### config.mk
export PLATFORM = sky130hd
export DESIGN_NAME = axi_sram_slave
export DESIGN_NICKNAME = d
export VERILOG_FILES = /design/src/rtl/axi_slv_pkg.sv /design/src/rtl/axi_slv_arb.sv /design/src/rtl/axi_sram_slave.sv
export SDC_FILE = /design/constraint.sdc
export NUM_CORES = 1
export LEC_CHECK = 0
export ABC_AREA = 1
export CORE_AREA = 2 2 122 124
export CTS_CLUSTER_SIZE = 40
export DETAILED_ROUTE_END_ITERATION = 8
export DIE_AREA = 0 0 124 126
export PLACE_DENSITY = 0.63
export SLEW_MARGIN = 30
export SYNTH_ARGS = -nofsm -noshare
export SYNTH_HDL_FRONTEND = slang
export SYNTH_SLANG_ARGS = --single-unit
### constraint.sdc
create_clock -name ACLK -period 3 [get_ports ACLK]
set_input_delay 0.45 -clock ACLK [delete_from_list [all_inputs] [get_ports ACLK]]
set_output_delay 0.45 -clock ACLK [all_outputs]
set_load 0.01 [all_outputs]
### src/rtl/axi_slv_pkg.sv
// Shared constants for the AXI SRAM slave.
// FSM state codes, response code, channel field widths, arbiter enum.
package axi_slv_pkg;

  localparam int AXI_LEN_W   = 4;
  localparam int AXI_SIZE_W  = 3;
  localparam int AXI_BURST_W = 2;

  localparam logic [1:0] RESP_OKAY = 2'b00;

  typedef logic [2:0] state_t;

  localparam state_t ST_IDLE    = 3'd0;
  localparam state_t ST_RD_REQ  = 3'd1;
  localparam state_t ST_RD_DATA = 3'd2;
  localparam state_t ST_WR_DATA = 3'd3;
  localparam state_t ST_WR_RESP = 3'd4;

  typedef enum logic {
    SRV_READ  = 1'b0,
    SRV_WRITE = 1'b1
  } served_e;

endpackage

### src/rtl/axi_slv_arb.sv
// Two-way round-robin grant between AR and AW while the slave is idle.
// Ports: ACLK/ARESETn, idle, ar_req/aw_req, rd_done/wr_done in; grant_r/grant_w out.
module axi_slv_arb
  import axi_slv_pkg::*;
(
  input  logic ACLK,
  input  logic ARESETn,
  input  logic idle,
  input  logic ar_req,
  input  logic aw_req,
  input  logic rd_done,
  input  logic wr_done,
  output logic grant_r,
  output logic grant_w
);

  served_e last_q;

  always_ff @(posedge ACLK or negedge ARESETn) begin
    if (!ARESETn) begin
      last_q <= SRV_WRITE;
    end else if (rd_done) begin
      last_q <= SRV_READ;
    end else if (wr_done) begin
      last_q <= SRV_WRITE;
    end
  end

  // Grants are forced low while reset is held so the
  // READY outputs drop asynchronously with ARESETn.
  always_comb begin
    grant_r = 1'b0;
    grant_w = 1'b0;
    if (idle && ARESETn) begin
      if (ar_req && aw_req) begin
        grant_r = (last_q == SRV_WRITE);
        grant_w = (last_q == SRV_READ);
      end else begin
        grant_r = ar_req;
        grant_w = aw_req;
      end
    end
  end

endmodule

### src/rtl/axi_sram_slave.sv
// AXI4 slave serialising INCR bursts onto one single-port SRAM.
// Ports: AW/W/B/AR/R slave channels (*_S), SRAM_CEB/WEB/BWEB/A/DI out, SRAM_DO in.
module axi_sram_slave
  import axi_slv_pkg::*;
#(
  parameter int ID_W    = 8,
  parameter int ADDR_W  = 32,
  parameter int DATA_W  = 32,
  parameter int SRAM_AW = 14
) (
  input  logic                   ACLK,
  input  logic                   ARESETn,
  input  logic [ID_W-1:0]        AWID_S,
  input  logic [ADDR_W-1:0]      AWADDR_S,
  input  logic [AXI_LEN_W-1:0]   AWLEN_S,
  input  logic [AXI_SIZE_W-1:0]  AWSIZE_S,
  input  logic [AXI_BURST_W-1:0] AWBURST_S,
  input  logic                   AWVALID_S,
  output logic                   AWREADY_S,
  input  logic [DATA_W-1:0]      WDATA_S,
  input  logic [DATA_W/8-1:0]    WSTRB_S,
  input  logic                   WLAST_S,
  input  logic                   WVALID_S,
  output logic                   WREADY_S,
  output logic [ID_W-1:0]        BID_S,
  output logic [1:0]             BRESP_S,
  output logic                   BVALID_S,
  input  logic                   BREADY_S,
  input  logic [ID_W-1:0]        ARID_S,
  input  logic [ADDR_W-1:0]      ARADDR_S,
  input  logic [AXI_LEN_W-1:0]   ARLEN_S,
  input  logic [AXI_SIZE_W-1:0]  ARSIZE_S,
  input  logic [AXI_BURST_W-1:0] ARBURST_S,
  input  logic                   ARVALID_S,
  output logic                   ARREADY_S,
  output logic [ID_W-1:0]        RID_S,
  output logic [DATA_W-1:0]      RDATA_S,
  output logic [1:0]             RRESP_S,
  output logic                   RLAST_S,
  output logic                   RVALID_S,
  input  logic                   RREADY_S,
  output logic                   SRAM_CEB,
  output logic                   SRAM_WEB,
  output logic [DATA_W-1:0]      SRAM_BWEB,
  output logic [SRAM_AW-1:0]     SRAM_A,
  output logic [DATA_W-1:0]      SRAM_DI,
  input  logic [DATA_W-1:0]      SRAM_DO
);

  localparam int STRB_W = DATA_W / 8;

  state_t               state_q;
  logic [ID_W-1:0]      id_q;
  logic [SRAM_AW-1:0]   addr_q;
  logic [AXI_LEN_W-1:0] len_q;
  logic [AXI_LEN_W-1:0] cnt_q;

  logic grant_r;
  logic grant_w;
  logic last_beat;
  logic st_idle;
  logic st_rd_req;
  logic st_rd_data;
  logic st_wr_data;
  logic st_wr_resp;
  logic r_hs;
  logic w_hs;
  logic b_hs;
  logic [DATA_W-1:0] bweb_w;

  // Size, burst type, WLAST and out-of-range address bits
  // carry no meaning for a word-wide INCR-only SRAM port.
  logic unused_in;
  assign unused_in = ^{AWSIZE_S, AWBURST_S,
                       ARSIZE_S, ARBURST_S, WLAST_S,
                       AWADDR_S[ADDR_W-1:SRAM_AW+2],
                       AWADDR_S[1:0],
                       ARADDR_S[ADDR_W-1:SRAM_AW+2],
                       ARADDR_S[1:0]};

  assign st_idle    = (state_q == ST_IDLE);
  assign st_rd_req  = (state_q == ST_RD_REQ);
  assign st_rd_data = (state_q == ST_RD_DATA);
  assign st_wr_data = (state_q == ST_WR_DATA);
  assign st_wr_resp = (state_q == ST_WR_RESP);

  assign last_beat = (cnt_q == len_q);
  assign r_hs      = st_rd_data && RREADY_S;
  assign w_hs      = st_wr_data && WVALID_S;
  assign b_hs      = st_wr_resp && BREADY_S;

  axi_slv_arb u_arb (
    .ACLK    (ACLK),
    .ARESETn (ARESETn),
    .idle    (st_idle),
    .ar_req  (ARVALID_S),
    .aw_req  (AWVALID_S),
    .rd_done (r_hs && last_beat),
    .wr_done (b_hs),
    .grant_r (grant_r),
    .grant_w (grant_w)
  );

  always_ff @(posedge ACLK or negedge ARESETn) begin
    if (!ARESETn) begin
      state_q <= ST_IDLE;
      id_q    <= '0;
      addr_q  <= '0;
      len_q   <= '0;
      cnt_q   <= '0;
    end else begin
      unique case (state_q)
        ST_IDLE: begin
          if (grant_r) begin
            id_q    <= ARID_S;
            addr_q  <= ARADDR_S[SRAM_AW+1:2];
            len_q   <= ARLEN_S;
            cnt_q   <= '0;
            state_q <= ST_RD_REQ;
          end else if (grant_w) begin
            id_q    <= AWID_S;
            addr_q  <= AWADDR_S[SRAM_AW+1:2];
            len_q   <= AWLEN_S;
            cnt_q   <= '0;
            state_q <= ST_WR_DATA;
          end
        end
        ST_RD_REQ: begin
          state_q <= ST_RD_DATA;
        end
        ST_RD_DATA: begin
          if (RREADY_S) begin
            if (last_beat) begin
              state_q <= ST_IDLE;
            end else begin
              cnt_q   <= cnt_q + 1'b1;
              addr_q  <= addr_q + 1'b1;
              state_q <= ST_RD_REQ;
            end
          end
        end
        ST_WR_DATA: begin
          if (WVALID_S) begin
            cnt_q  <= cnt_q + 1'b1;
            addr_q <= addr_q + 1'b1;
            if (last_beat) begin
              state_q <= ST_WR_RESP;
            end
          end
        end
        ST_WR_RESP: begin
          if (BREADY_S) begin
            state_q <= ST_IDLE;
          end
        end
        default: begin
          state_q <= ST_IDLE;
        end
      endcase
    end
  end

  always_comb begin
    bweb_w = '1;
    for (int i = 0; i < STRB_W; i++) begin
      bweb_w[8*i +: 8] = {8{~WSTRB_S[i]}};
    end
  end

  always_comb begin
    SRAM_CEB  = 1'b1;
    SRAM_WEB  = 1'b1;
    SRAM_BWEB = '1;
    SRAM_A    = addr_q;
    SRAM_DI   = WDATA_S;
    unique case (1'b1)
      st_rd_req: begin
        SRAM_CEB = 1'b0;
      end
      w_hs: begin
        SRAM_CEB  = 1'b0;
        SRAM_WEB  = 1'b0;
        SRAM_BWEB = bweb_w;
      end
      default: begin
      end
    endcase
  end

  assign AWREADY_S = grant_w;
  assign ARREADY_S = grant_r;
  assign WREADY_S  = st_wr_data;

  assign BVALID_S = st_wr_resp;
  assign BID_S    = id_q;
  assign BRESP_S  = RESP_OKAY;

  assign RVALID_S = st_rd_data;
  assign RID_S    = id_q;
  assign RDATA_S  = SRAM_DO;
  assign RRESP_S  = RESP_OKAY;
  assign RLAST_S  = st_rd_data && last_beat;

endmodule

* Word-level counts from Yosys, hierarchy flattened
Index checks and enable logic that the tools add are counted.
** Word-level totals
- Input port bits :: 174
- Bits in registers :: 34
- Word-level logic and storage cells :: 72
- Output and inout bits :: 138
- Memory bits (writable) :: 0
- Latch bits :: 0
- ROM bits :: 0
- Memories :: 0
** Operators by class
- Add/sub/neg operators :: 2
- Bitwise logic cells :: 5
- Order comparisons :: 0
- $mul :: 0
- Equality and inequality tests :: 11
- Shifts and indexed selects :: 0
- Reduce and logical (&&, ||, !) cells :: 15
- Mux-type cells :: 33
- Divide/modulo/power cells :: 0
** Operators by type and width (number)
- $mux W14 :: 5
- $pmux W14 S3 :: 1
- $mux W32 :: 1
- $mux W4 :: 7
- $mux W3 :: 6
- $mux W8 :: 2
- $pmux W3 S5 :: 1
- $add A14 B1 Y14 const B :: 1
- $pmux W4 S3 :: 1
- $ne A2 B2 Y1 const B :: 5
- $reduce_and A5 Y1 :: 2
- $mux W1 :: 9
- $logic_and A1 B1 Y1 :: 7
- $eq A3 B2 Y1 const B :: 2
- $not A1 Y1 :: 5
- $add A4 B1 Y4 const B :: 1
- $eq A4 B4 Y1 :: 1
- $reduce_bool A2 Y1 :: 2
- $eq A3 B1 Y1 const B :: 1
- $eq A3 B3 Y1 const B :: 1
- $logic_not A3 Y1 :: 1
- $ne A3 B3 Y1 const B :: 1
- $reduce_bool A3 Y1 :: 1
- $reduce_and A2 Y1 :: 1
- $reduce_or A2 Y1 :: 1

* Logic depth before layout (Yosys ltp)
- Word-level depth :: 6
- Gate-level depth with buffers :: 10
- Gate-level depth less buffers :: 10

* Modules after synthesis
Synthesis repeated with hierarchy kept, for this count alone.
** Unflattened totals
- Cells, all modules :: 449
- Area total of the unflattened synthesis :: 3039.2 um2
** Modules (own cells, without submodules)
- axi_sram_slave :: seq. area each 825.8 um2, cells each 438, area an instance 2971.6 um2, instances 1
- axi_slv_arb :: seq. area each 26.3 um2, cells each 11, area an instance 67.6 um2, instances 1

* Worst setup path after synthesis
No wires, ideal clock.
- Path kind :: flip-flop to output port
- Start point :: register state_q[2]
- End point :: output SRAM_BWEB[10]
- Path buffers :: 1
- Stages on the path, launching flop included :: 6
- Setup slack :: 1.286 ns
- Data arrival time :: 1.264 ns
- Required time :: 2.550 ns
- Path through :: dfrtp_1 > nor2_4 > nand2_4 > nor2_1 > nand2_1 > buf_4
** Between the ends
- Cells in the longest elaborated chain, start to end :: 3
** Ends and longest elaborated chain
- start: declaration :: line axi_sram_slave.sv:52 : state_t state_q;
- start signal: assignment :: line axi_sram_slave.sv:106 : state_q <= ST_IDLE;
- start signal: assignment :: line axi_sram_slave.sv:119 : state_q <= ST_RD_REQ;
- start signal: assignment :: line axi_sram_slave.sv:125 : state_q <= ST_WR_DATA;
- $eq A3 B2 Y1 :: line axi_sram_slave.sv:84 : assign st_wr_data = (state_q == ST_WR_DATA);
- $logic_and A1 B1 Y1 :: line axi_sram_slave.sv:89 : assign w_hs = st_wr_data && WVALID_S;
- $mux W32 :: line axi_sram_slave.sv:176 : unique case (1'b1)
- end: declaration :: line axi_sram_slave.sv:44 : output logic [DATA_W-1:0] SRAM_BWEB,
No other way between the ends.

* Final worst setup path
- Start point :: input WVALID_S
- End point :: output SRAM_BWEB[15]
** Between the ends
- Cells in the longest elaborated chain, start to end :: 2
** Ends and longest elaborated chain
- start: declaration :: line axi_sram_slave.sv:23 : input logic WVALID_S,
- $logic_and A1 B1 Y1 :: line axi_sram_slave.sv:89
- $mux W32 :: line axi_sram_slave.sv:176
No other way between the ends.

==> Flow_metrics.wiki <==
{| class="wikitable"
! Metric !! Value
|-
| Number of violations of the max-capacitance limit || 0
|-
| Predominant post-synthesis flop cell || dfrtp_1
|-
| Most used cells in the layout excluding fill and tap cells || nand2_1 (149), clkdlybuf4s50_1 (131), inv_1 (59)
|-
| Run status || complete, no violations
|-
| Maximum fanout along the worst path || 8
|-
| Sum of overflow across all layers after global routing || 0
|-
| Number of filler instances in the final layout || about 1600
|-
| Final clock skew || 0.00725 ns
|-
| Top-level port count || around 310
|-
| # hold bufs at CTS || 0
|-
| Clock tree from TritonCTS || built
|-
| Layout cell share with drive strength beyond 1 || 7.17%
|-
| Post-route DRC violation count || 0
|-
| Commonest non-fill, non-tap cell in the layout || nand2_1
|-
| Post-layout nets || 705
|-
| Unrepaired setup endpoints after global routing || false
|-
| Worst-path clk slew || 0.06 ns
|-
| Setup TNS after final layout || 0 ns
|-
| Worst Max-Slew Pin Slew || 0.529 ns
|-
| Number of gates given a new drive strength after cts || 0
|-
| Combinational power share || 58.9%
|-
| Number of flops mapped to enable cells by yosys || 0
|-
| Bufs on Longest Clock Path || 2
|-
| Timing-limited maximum frequency || between 0.3 and 0.4 GHz
|-
| Switching portion of total power || 44.4%
|-
| Data arrival time of the critical path || 2.23 ns
|-
| Detailed-route via count || 2920
|-
| Share of the clock period used by the worst path || 89.5%
|-
| DR iter-0 viols || 130
|-
| Setup crit start kind || input port
|-
| Count of standard-cell rows || 44
|-
| Setup Crit Path Kind || in2out
|-
| Number of buffer cells added on primary ports || 132
|-
| Power Internal || between 2 and 2.5 mW
|-
| Initial DRT Pass Iterations || 4
|-
| Post-synthesis area per instance || 6.69 um2
|-
| Antenna cells || 0
|-
| Level count of the clock H-tree || 2
|-
| Leak Pwr || 2.05 nW
|-
| Gate count after technology mapping || ~500
|-
| Total net switching power || 1.71 mW
|-
| Number of global-route vias before repair || 2839
|-
| Die extent in y || around 130 um
|-
| Category of the worst setup path capture point || primary output
|-
| Total routing resource utilization after global routing || between 10% and 20%
|-
| Area of the core region || roughly 0.014 mm2
|-
| Die outline width || 124 um
|-
| Max-Slew Margin vs Limit || 64.6%
|-
| Total Routed Length || 8960 um
|-
| Total of flip-flops plus latches after synthesis || 34
|-
| Initial Util || a little under a quarter
|-
| Relative contribution of sequential cells to total power || around a quarter
|-
| Post-DP HPWL || 6860 um
|-
| Number of endpoints failing setup at the final stage || 0
|-
| Antenna Nets Post-Route || 0
|-
| Cell Pwr Density || a little over 900 mW/mm2
|-
| Max Slew Vio Count || 0
|-
| Global-route wire length before repair || around 14000 um
|-
| Netlist area before placement || 0.00332 mm2
|-
| Buffer cell driving the clock tree root || clkbuf_16
|-
| Inserted Clock Buffers || 5
|-
| Clock period minus worst slack || 2.68 ns
|-
| Vias per inst || 4.09
|-
| Total of warnings raised by yosys || 0
|-
| Sequential share of the synthesized area || 25.7%
|-
| Data required time at the worst endpoint || 2.55 ns
|-
| Global placer's final weighted congestion || roughly 0.76
|-
| Post-synthesis cell type count || 40
|-
| Skew-Pair Late Insertion Delay || 0.28 ns
|-
| Drt wl/cell || 12.6 um
|-
| Portion of total power attributed to the clock network || approximately 18%
|-
| Layout Area Growth over Synthesis || 28.1%
|-
| Post-route cell area || approximately 0.0043 mm2
|-
| Largest vdd supply drop || 0.282 mV
|-
| Area of the die || 0.0156 mm2
|-
| Pin count of the biggest net entering global routing || 35
|-
| Final hold violations || 0
|-
| Synth async-reset ratio || 100%
|-
| Initial antenna violation count || 0
|-
| Total clock sinks || 34
|-
| Total setup buffers inserted after CTS || 0
|-
| Min-delay worst type || in2async
|-
| DP Area || 0.00406 mm2
|}
[critical path: stages]
cell and delay [ns]:
clkdlybuf4s50_1 0.52, inv_1 0.09, nor2_1 0.36, nand2_1 0.26, clkdlybuf4s50_1 0.54
[registers in the layout, indices dropped and copies added, names as in the netlist]
name and flops:
SRAM_A 14, state_q 3, cnt_q 4, BID_S 8, u_arb.last_q 1, len_q 4
[cells by family after synthesis]
group                      Yosys count  share of synthesized area [%]
and+or+nand+nor                    230                           31.2
buffers and inverters              180                           33.3
AOI/OAI and AO/OA                   44                           7.61
DFF                                 34                           25.7
xor gates and xnor gates             5                           1.32
adders and majority gates            2                          0.753
other                                1                          0.113
[layer usage]
metal | track usage, % | vias up | share of wire [%]
met1 | 14.5 | 1313 | 43
met2 | 19.9 | 112 | 48
met5 | 0 | - | 0
met4 | 1.98 | 0 | 0.61
met3 | 3.31 | 18 | 8.3
li1 | - | 1477 | -
[per-stage QoR]
| stage | setup slack, ns | hold slack [ns] | util (%) | cells | total power, mW |
|---|---|---|---|---|---|
| floorplan | 1.29 | 0.154 | - | 499 | 2.49 |
| global placement | 0.252 | 0.491 | 28.4 | 706 | 3.20 |
| detailed placement | 0.237 | 0.501 | 28.4 | 706 | 3.22 |
| CTS | 0.231 | 0.348 | 29.7 | 714 | 3.93 |
| global route | 0.119 | 0.368 | 29.7 | 714 | 4.24 |
| finish | 0.316 | 0.318 | 29.7 | 714 | 3.85 |
[Yosys cell counts, types with 3 or more instances]
cell type | instances | area (um2)
o21ai_1 | 6 | 30.0
o22ai_1 | 4 | 25.0
nand2_1 | 149 | 559
nand3_1 | 27 | 135
dfrtp_1 | 33 | 826
xor2_1 | 3 | 26.3
inv_1 | 59 | 221
inv_2 | 6 | 22.5
nand4_1 | 3 | 18.8
o21ai_0 | 25 | 125
buf_4 | 106 | 796
nor2_1 | 34 | 128
[power groups by stage]
stage	clock network [mW]	logic, mW	registers [mW]
floorplan	0	1.57	0.922
CTS	0.701	2.32	0.902
detailed placement	0	2.31	0.906
finish	0.684	2.27	0.900
global route	0.717	2.58	0.940
global placement	0	2.30	0.899
[path summary, 6_finish.rpt]
path | from | end | slack, ns | cells after the start
max reg2reg | u_arb.last_q$_DFFE_PN1P_ | SRAM_A[10]$_DFFE_PN0P_ | 1.15 | 9
min in group ACLK | BID_S[0]$_DFFE_PN0P_ | BID_S[0]$_DFFE_PN0P_ | 0.52 | 2
min | ARESETn | BID_S[3]$_DFFE_PN0P_ | 0.32 | 2
min reg2reg | BID_S[0]$_DFFE_PN0P_ | BID_S[0]$_DFFE_PN0P_ | 0.52 | 2
max in group asynchronous | ARESETn | u_arb.last_q$_DFFE_PN1P_ | 2.33 | 2
max | WVALID_S | SRAM_BWEB[15] | 0.32 | 5
[cell type report]
| class | instances | area (um2) | share of cell area, % |
|---|---|---|---|
| well taps | 184 | 230 | 5.41 |
| multi-input cells | 285 | 1370 | 32.3 |
| clock inverters | 3 | 68.8 | 1.62 |
| flip-flops and latches | 34 | 852 | 20.0 |
| repair buffers | 137 | 1350 | 31.8 |
| inverters | 66 | 250 | 5.88 |
| clock buffers | 5 | 125 | 2.94 |
Power figures use the tool's default switching activity.
